`src/rtl/multi_digit_led_driver_pkg.sv`:
```
// Shared definitions for the multiplexed seven-segment LED driver:
// scan FSM states, active-low segment encodings and all-off constants.
package multi_digit_led_driver_pkg;

   typedef enum logic {
      ST_BLANK = 1'b0,
      ST_SHOW  = 1'b1
   } state_t;

   // Segments are active-low, ordered {a,b,c,d,e,f,g}.
   localparam logic [6:0] SEG_OFF = 7'b1111111;
   localparam logic       DP_OFF  = 1'b1;

   localparam logic [6:0] SEG_CODES [16] = '{
      7'b0000001,   // 0
      7'b1001111,   // 1
      7'b0010010,   // 2
      7'b0000110,   // 3
      7'b1001100,   // 4
      7'b0100100,   // 5
      7'b0100000,   // 6
      7'b0001111,   // 7
      7'b0000000,   // 8
      7'b0000100,   // 9
      7'b0001000,   // A
      7'b1100000,   // b
      7'b0110001,   // C
      7'b1000010,   // d
      7'b0110000,   // E
      7'b0111000    // F
   };

endpackage

```
`src/rtl/multi_digit_led_driver_seg7_hex_decoder.sv`:
```
// Combinational hex nibble to active-low seven-segment pattern.
module seg7_hex_decoder
   import multi_digit_led_driver_pkg::*;
(
   input  logic [3:0] i_nibble,
   output logic [6:0] o_seg
);

   // Table lookup of the segment pattern for the nibble.
   always_comb begin
      o_seg = SEG_CODES[i_nibble];
   end

endmodule

```
`src/rtl/multi_digit_led_driver.sv`:
```
// Time-multiplexed seven-segment driver. Each digit gets an optional
// all-off blanking gap followed by a dwell period. New display content is
// staged in a shadow register and only committed at a frame boundary so a
// frame never shows a mix of old and new values.
module multi_digit_led_driver
   import multi_digit_led_driver_pkg::*;
#(
   parameter int NUM_DIGITS   = 4,
   parameter int DWELL_CYCLES = 16,
   parameter int BLANK_CYCLES = 2
) (
   input  logic                    clk,
   input  logic                    reset,
   input  logic                    load,
   input  logic [4*NUM_DIGITS-1:0] data_in,
   input  logic [NUM_DIGITS-1:0]   dp_in,
   input  logic [NUM_DIGITS-1:0]   mask_in,
   output logic [NUM_DIGITS-1:0]   anode,
   output logic [6:0]              seg,
   output logic                    dp,
   output logic                    pending,
   output logic                    frame_start
);

   localparam int CNT_MAX = (DWELL_CYCLES > BLANK_CYCLES) ? DWELL_CYCLES : BLANK_CYCLES;
   localparam int CNT_W   = (CNT_MAX > 1) ? $clog2(CNT_MAX) : 1;
   localparam int IDX_W   = $clog2(NUM_DIGITS);

   localparam logic [CNT_W-1:0] DWELL_LAST = CNT_W'(DWELL_CYCLES - 1);
   localparam logic [CNT_W-1:0] BLANK_LAST = CNT_W'((BLANK_CYCLES > 0) ? BLANK_CYCLES - 1 : 0);
   localparam logic [IDX_W-1:0] IDX_LAST   = IDX_W'(NUM_DIGITS - 1);
   // Every digit slot opens with BLANK unless blanking is disabled.
   localparam state_t ST_FIRST = state_t'((BLANK_CYCLES > 0) ? ST_BLANK : ST_SHOW);

   state_t                  r_state;
   state_t                  w_state_nxt;
   logic [CNT_W-1:0]        r_cnt;
   logic [CNT_W-1:0]        w_cnt_nxt;
   logic [IDX_W-1:0]        r_idx;
   logic [IDX_W-1:0]        w_idx_nxt;
   // Low through reset; keeps outputs dark and the scan parked until the
   // first edge after reset release, which starts the first frame.
   logic                    r_run;

   logic [4*NUM_DIGITS-1:0] r_shadow_data;
   logic [NUM_DIGITS-1:0]   r_shadow_dp;
   logic [NUM_DIGITS-1:0]   r_shadow_mask;
   logic                    r_pending;
   logic [4*NUM_DIGITS-1:0] r_disp_data;
   logic [NUM_DIGITS-1:0]   r_disp_dp;
   logic [NUM_DIGITS-1:0]   r_disp_mask;

   logic                    w_frame_start;
   logic                    w_commit;
   logic [4*NUM_DIGITS-1:0] w_cur_data;
   logic [NUM_DIGITS-1:0]   w_cur_dp;
   logic [NUM_DIGITS-1:0]   w_cur_mask;
   logic [3:0]              w_nibble;
   logic [6:0]              w_seg_dec;
   logic                    w_lit;

   assign w_frame_start = r_run && (r_idx == '0) && (r_cnt == '0) && (r_state == ST_FIRST);
   assign w_commit      = w_frame_start && r_pending;

   // The commit lands on the edge that ends the frame_start cycle; when that
   // cycle is already lit (no blanking) it shows the shadow directly so the
   // whole frame carries the new value.
   assign w_cur_data = w_commit ? r_shadow_data : r_disp_data;
   assign w_cur_dp   = w_commit ? r_shadow_dp   : r_disp_dp;
   assign w_cur_mask = w_commit ? r_shadow_mask : r_disp_mask;
   assign w_nibble   = w_cur_data[{r_idx, 2'b00} +: 4];
   assign w_lit      = r_run && (r_state == ST_SHOW) && !w_cur_mask[r_idx];

   seg7_hex_decoder u_dec (
      .i_nibble (w_nibble),
      .o_seg    (w_seg_dec)
   );

   // Scan state register: FSM, per-state cycle counter and digit index.
   always_ff @(posedge clk or negedge reset) begin
      if (!reset) begin
         r_state <= ST_FIRST;
         r_cnt   <= '0;
         r_idx   <= '0;
         r_run   <= 1'b0;
      end else begin
         r_state <= w_state_nxt;
         r_cnt   <= w_cnt_nxt;
         r_idx   <= w_idx_nxt;
         r_run   <= 1'b1;
      end
   end

   // Next-state logic: BLANK for BLANK_CYCLES, SHOW for DWELL_CYCLES, advance digit.
   always_comb begin
      w_state_nxt = r_state;
      w_cnt_nxt   = r_cnt;
      w_idx_nxt   = r_idx;
      if (r_run) begin
         case (r_state)
            ST_BLANK: begin
               if (r_cnt == BLANK_LAST) begin
                  w_state_nxt = ST_SHOW;
                  w_cnt_nxt   = '0;
               end else begin
                  w_cnt_nxt   = r_cnt + CNT_W'(1);
               end
            end
            ST_SHOW: begin
               if (r_cnt == DWELL_LAST) begin
                  w_state_nxt = ST_FIRST;
                  w_cnt_nxt   = '0;
                  w_idx_nxt   = (r_idx == IDX_LAST) ? '0 : r_idx + IDX_W'(1);
               end else begin
                  w_cnt_nxt   = r_cnt + CNT_W'(1);
               end
            end
            default: begin
               w_state_nxt = ST_FIRST;
               w_cnt_nxt   = '0;
               w_idx_nxt   = '0;
            end
         endcase
      end
   end

   // Shadow capture on load and frame-boundary commit into the display register.
   always_ff @(posedge clk or negedge reset) begin
      if (!reset) begin
         r_shadow_data <= '0;
         r_shadow_dp   <= '0;
         r_shadow_mask <= '0;
         r_pending     <= 1'b0;
         r_disp_data   <= '0;
         r_disp_dp     <= '0;
         r_disp_mask   <= '0;
      end else begin
         if (load) begin
            r_shadow_data <= data_in;
            r_shadow_dp   <= dp_in;
            r_shadow_mask <= mask_in;
         end
         if (w_commit) begin
            r_disp_data <= r_shadow_data;
            r_disp_dp   <= r_shadow_dp;
            r_disp_mask <= r_shadow_mask;
         end
         // A load coinciding with the commit leaves fresh data still pending.
         if (load) begin
            r_pending <= 1'b1;
         end else if (w_commit) begin
            r_pending <= 1'b0;
         end
      end
   end

   // Output drive from registered state only; dark unless a digit is lit.
   always_comb begin
      anode = '1;
      seg   = SEG_OFF;
      dp    = DP_OFF;
      if (w_lit) begin
         anode = ~(NUM_DIGITS'(1) << r_idx);
         seg   = w_seg_dec;
         dp    = ~w_cur_dp[r_idx];
      end
   end

   assign pending     = r_pending;
   assign frame_start = w_frame_start;

endmodule
```
`config.mk`:
```
export PLATFORM = sky130hd
export DESIGN_NAME = multi_digit_led_driver
export DESIGN_NICKNAME = d
export VERILOG_FILES = /design/src/rtl/multi_digit_led_driver_pkg.sv /design/src/rtl/multi_digit_led_driver_seg7_hex_decoder.sv /design/src/rtl/multi_digit_led_driver.sv
export SDC_FILE = /design/constraint.sdc
export NUM_CORES = 1
export LEC_CHECK = 0
export ABC_AREA = 1
export BUFFER_PORTS_ARGS = -buffer_cell sky130_fd_sc_hd__buf_2
export CAP_MARGIN = 25
export CORE_MARGIN = 2
export CORE_UTILIZATION = 54
export CTS_BUF_LIST = sky130_fd_sc_hd__clkbuf_2
export CTS_CLUSTER_DIAMETER = 40
export DETAILED_ROUTE_END_ITERATION = 16
export PLACE_DENSITY_LB_ADDON = 0.2
export SYNTH_ARGS = -nofsm -noshare
export SYNTH_HDL_FRONTEND = slang
export SYNTH_SLANG_ARGS = --single-unit
```
`constraint.sdc`:
```
create_clock -name clk -period 2.4 [get_ports clk]
set_input_delay 0 -clock clk [delete_from_list [all_inputs] [get_ports clk]]
set_output_delay 0 -clock clk [all_outputs]
set_load 0.1 [all_outputs]
```
# Word level (Yosys, flattened, before mapping)
# Memories as Yosys holds them, arrays and structs flattened.
# Cells that the tools add are included.
# totals
mem_bits_ro	112
register_bits	57
output_inout_bits	14
wordCells	57
memories	1
# mem_list
memory	depth	word_bits	read_ports	rd_clocked_by_memory_dff	write_ports	line	source
(no name shown)	16	7	1	0	0	multi_digit_led_driver_seg7_hex_decoder.sv:11	o_seg = SEG_CODES[i_nibble];
# classes
bitwise	4
n_shift	2
add_sub_neg	2
n_eq_ne	3
reduce_logical	11
muxes	21
n_lt_le_gt_ge	2
# ops
cell	n
2-to-1 mux 7 bit	3
2-to-1 mux 4 bit	5
2-to-1 mux 16 bit	1
indexed part select 16 x 5 -> 4 bit	1
one-hot mux 4 bit (2 select lines)	1
2-to-1 mux 1 bit	7
logical AND 1 bit	6
>= comparator 5 bit, second input constant	1
NOT 4 -> 5 bit	1
adder 4 x 1 -> 4 bit, second input constant	1
binary-select mux 1 bit (select 2 bit)	2
equality test 4 x 1 -> 1 bit, second input constant	1
equality test 4 bit, second input constant	1
zero test 4 bit	1
NOT 4 bit	1
left shift 1 x 2 -> 4 bit, first input constant	1
less-than comparator 2 x 3 -> 1 bit, second input constant	1
AND reduction 3 bit	1
adder 2 x 1 -> 2 bit, second input constant	1
equality test 2 bit, second input constant	1
zero test 2 bit	1
2-to-1 mux 2 bit	1
NOT 1 bit	2
one-hot mux 1 bit (2 select lines)	1
2 further kinds	2

# Longest topological paths before layout
# logic_depth
word_depth	12
ltp_mapped	20

# Modules after synthesis
# Synthesis repeated with hierarchy kept, for this count alone.
# hier_totals
hier_cells	377
hier_area_um2	3072.9
# by_module_without_submodules
module	instances	cells_each	area_per_inst_um2	seq_area_each_um2
multi_digit_led_driver	1	328	2798.9	1426.4
seg7_hex_decoder	1	49	274.0	0.0

# Worst setup path after synthesis
# OpenSTA, ideal clock, no wires.
# synth_timing
path_kind	register to output
startpoint	register r_idx[0]
endpoint	output seg[3]
slack_ps	-879
stages_incl_launch_ff	19
arrival_ps	3279
cell_sequence	dfrtp_1 -> clkbuf_1 -> inv_1 -> buf_2 -> ha_1 -> nand2_1 -> nor2_8 -> nand3_4 -> buf_4 -> nand2_1 -> nand3_1 -> nand3_1 -> nand2_1 -> ha_1 -> inv_1 -> nand3_1 -> nand2_1 -> nand2_1 -> nand3_1
# synth_via
elab_chain_len	12
elab_cells_between_ends	17
# synth_lines
item	line	source
start, declared	multi_digit_led_driver.sv:39	logic [IDX_W-1:0] r_idx;
start signal, assigned	multi_digit_led_driver.sv:89	r_idx <= w_idx_nxt;
zero test 2 bit	multi_digit_led_driver.sv:62	assign w_frame_start = r_run && (r_idx == '0) && (r_cnt == '0) && (r_state == ST_FIRST);
logical AND 1 bit (3 in series)	multi_digit_led_driver.sv:62	
logical AND 1 bit	multi_digit_led_driver.sv:63	assign w_commit = w_frame_start && r_pending;
2-to-1 mux 16 bit	--	
indexed part select 16 x 5 -> 4 bit	multi_digit_led_driver.sv:71	assign w_nibble = w_cur_data[{r_idx, 2'b00} +: 4];
NOT 4 -> 5 bit (implied by the code)	multi_digit_led_driver_seg7_hex_decoder.sv:11	
memory (16 x 7 bit)	--	
2-to-1 mux 7 bit (implied by the code) (2 in series)	multi_digit_led_driver_seg7_hex_decoder.sv:11	
2-to-1 mux 7 bit *	multi_digit_led_driver.sv:162	if (w_lit) begin
end, declared	multi_digit_led_driver.sv:19	output logic [6:0] seg,
# Every way passes the cells marked *; elsewhere a longest branch is shown, timed or not. The select of a mux whose other input is x is not followed.

# Worst setup path in the final report
# layout_timing
startpoint	register r_idx[1]
endpoint	output seg[1]
# layout_via
elab_chain_len	12
elab_cells_between_ends	17
# layout_lines
item	line	source
zero test 2 bit	multi_digit_led_driver.sv:62	
logical AND 1 bit (3 in series)	multi_digit_led_driver.sv:62	
logical AND 1 bit	multi_digit_led_driver.sv:63	
2-to-1 mux 16 bit	--	
net w_cur_data[12]	multi_digit_led_driver.sv:55	logic [4*NUM_DIGITS-1:0] w_cur_data;
indexed part select 16 x 5 -> 4 bit	multi_digit_led_driver.sv:71	
NOT 4 -> 5 bit (implied by the code)	multi_digit_led_driver_seg7_hex_decoder.sv:11	
memory (16 x 7 bit)	--	
2-to-1 mux 7 bit (implied by the code) (2 in series)	multi_digit_led_driver_seg7_hex_decoder.sv:11	
2-to-1 mux 7 bit	multi_digit_led_driver.sv:162	
# The timed path passes the listed nets, and every way through them passes these cells. The select of a mux whose other input is x is not followed.

==> run_results.csv <==
group,metric,value,unit
synthesis,synth_area_per_cell,8.04,µm²
synthesis,yosysTopAreaCell,"dfrtp_1",
placement,post_dp_cell_area,0.00369,mm²
worst_hold_path,min_path_type,"input port to asynchronous set/reset pin",
clock_tree,clk_latency,490,ps
synthesis,synthXorXnorAreaFrac,0.573,%
setup_path,cp_common_cell,"nand2_2",
clock_tree,cts_tree,"built",
run_status,status,"finished, violations left",
floorplanning,design.core.area,0.00547,mm²
synthesis,synth-compound-area-share,9.54,%
cells_and_area,layout_common_cells,"nand2_1 (110), dfrtp_1 (56), inv_1 (36), buf_2 (28)",
setup_path,crit_chain,"inv_2, ha_4, nand2_4, nor2_8, nand3_4, buf_6, nand2_2, nand2_2, nand2_2, nand2_2, nand2_2, nand2_4, ha_4, nand3_4, nor2_4, nor2_4, nand2_8, buf_12",
sta,timing.fmax,0.349,GHz
floorplanning,core.rowCount,27,
route,dr_total_vias,2861,
route,drt_iter0_drc,208,
synthesis,ys_warn_count,0,
global_route,grt_pass1_wl,12.2,mm
setup_path,cpPeakStageDelay,430,ps
cells_and_area,fin_cells,545,
floorplanning,ios,41,
global_route,grtUsageTotal,25.3,%
route,wl_per_cell,14.5,µm
setup_path,cp_max_fo,5,
route,wl_met3,517,µm
placement,hpwlAfterDp,4.62,mm
global_route,grt-ovfl-total,0,
synthesis,syn_nets,421,
synthesis,yosysTopAreaCellShare,46.7,%
global_route,antenna_found_initial,0,
route,top_layer,"met4",
sta,slew_viol_final,0,
sta,timing.final.crit_share,119,%
sta,hold_violations,0,
route,wl_met1,3.19,mm
sta,timing.hold.ws,19.5,ps
setup_path,reg2reg_slack,850,ps
run_status,violations,"negative setup slack",
synthesis,synth_seq_area_share,46.7,%
route,drc,0,
global_route,grt_pass1_vias,2739,
placement,place_inst,490,
floorplanning,chipHeight,79.2,µm
clock_tree,root_buffer,"clkbuf_2",
sta,skew,17.0,ps
route,wl,7.93,mm
route,ant_nets,0,
placement,gp_congestion,0.915,
setup_path,r2r_end,"r_disp_data[6]$_DFF_PN0_",
sta,tns,-4830,ps
setup_path,timing.rr.start,"r_idx[1]$_DFFE_PN0P_",
sta,finalCriticalPeriod,2860,ps
clock_tree,cts_buffer_depth,2,
cells_and_area,drive_gt1_share,34.2,%
synthesis,synth_cell_types,28,
clock_tree,cts.sinks,57,
cells_and_area,final_common_cell,"nand2_1",
synthesis,synthTopCellsByArea,"dfrtp_1 (47%), nand2_1 (16%), ha_1 (5.7%), inv_1 (5.2%), nand3_1 (4.6%)",
setup_path,path_class,"register to output port",
setup_path,crit_path_end_kind,"output port",
cells_and_area,fin_util,80.2,%
route,via_per_inst,5.25,
sta,timing.final.ws_setup,-464,ps
setup_path,crit_slowest_cell,"dfrtp_1",
floorplanning,die_area,0.00628,mm²
clock_tree,cts_htree_levels,3,
setup_path,critical_path_arrival,2860,ps
synthesis,syn_inst,380,
cells_and_area,fin_nets,509,
pwr,irDropWorstVdd,0.739,mV
pwr,p_per_area,1120,mW/mm²
cells_and_area,synthToLayoutAreaGrowth,43.6,%
synthesis,synth-adder-area-share,5.73,%
synthesis,synth-seq-cells,57,
cells_and_area,diodes,0,
synthesis,synth_top_family_by_area,"simple AND/OR/NAND/NOR gates",
route,dr.pass1.iters,5,
placement,portBuffers,40,
placement,post-place-ws,-61.4,ps
floorplanning,start_util,55.9,%
global_route,grt_max_degree,58,
sta,slew_headroom,56.2,%
floorplanning,die_w,79.2,µm
pwr,totalPowerFinal,4.90,mW
run,maxCapViolCount,0,
sta,finalSetupViolations,12,
clock_tree,clk_pin_slew,160,ps
pwr,p_leak,2.17,nW
cells_and_area,design_area,0.00439,mm²
sta,rsz0062_at_grt,"true",
synthesis,synth.area.mux_share,0,%
setup_path,worst_setup_path_start_kind,"register",
synthesis,synthSimpleGateAreaFrac,29.1,%
synthesis,synth_area,0.00306,mm²
sta,tightest_slew,658,ps
setup_path,ff2ff_path_depth,8,
route,dr_wl_met2,4.03,mm
setup_path,crit_required,2400,ps
clock_tree,cts-buffers-inserted,9,
[layout make-up]
type | count | area (µm²)
well taps | 72 | 90.1
clock buffers | 11 | 55.1
repair buffers | 90 | 846
inverters | 44 | 175
clock inverters | 5 | 46.3
flip-flops and latches | 57 | 1430
multi-input cells | 266 | 1750
fillers | 339 | 1080
[how the worst max path moves through the flow]
stage	startpoint	to	cells past startpoint
6_report	r_idx[1]$_DFFE_PN0P_	seg[1]	18
5_1_grt	r_idx[1]$_DFFE_PN0P_	seg[3]	17
4_1_cts	r_idx[0]$_DFFE_PN0P_	seg[0]	18
3_5_place_dp	r_cnt[1]$_DFFE_PN0P_	seg[1]	17
3_3_place_gp	r_cnt[0]$_DFFE_PN0P_	seg[1]	17
2_1_floorplan	r_idx[0]$_DFFE_PN0P_	seg[3]	20
[sequential cells by signal, summed over array words and instances, names as in the netlist, 2 cells and up]
register / count
r_shadow_data: 16
r_disp_data: 16
r_cnt: 4
r_shadow_mask: 4
r_disp_mask: 4
r_shadow_dp: 4
r_idx: 2
r_disp_dp: 4
[critical path: cells and delay by family (launching register included)]
kind	cells	cell delay, ps
flops	1	430
buf+inv	3	430
fa+ha+maj	2	360
simple gates	13	1190
[power breakdown]
part | switching [mW] | internal, mW
Sequential | 0.130 | 1.22
Combinational | 1.88 | 1.08
Clock | 0.345 | 0.238
Total | 2.36 | 2.55
[kinds of logic after synthesis]
group                    count (synthesis)
AO/OA/AOI/OAI                           48
XOR/XNOR                                 2
adder cells (fa/ha/maj)                 14
buffers and inverters                   59
flip-flops                              57
other                                    1
AND/OR/NAND/NOR                        199
[what timing repair did]
item / CTS / global route
pin swaps: 19 / 16
gates resized for setup: 33 / 25
endpoints found under the hold margin: 81 / 0
hold buffers: 25 / 0
endpoints found under the setup margin: 12 / 12
gates cloned: 2 / 0
buffers inserted: 9 / 3
[layer usage]
| layer | global-route usage [%] | vias to the layer above |
|---|---|---|
| li1 | - | 1383 |
| met1 | 30.6 | 1352 |
| met2 | 43.9 | 101 |
| met3 | 5.80 | 25 |
| met4 | 9.48 | 0 |
| met5 | 0 | - |
[synthesized netlist by cell type (all sizes together)]
cell type / n
o22ai: 1
nor2: 17
conb: 1
clkbuf: 7
dfrtp: 57
o21a: 2
o211ai: 2
buf: 8
nand4: 7
o21ai: 41
a21oi: 1
and2: 2
nand2: 138
xor2: 2
ha: 14
a211oi: 1
inv: 44
nand3: 35
Note: power is estimated with default switching activity, not from simulation.
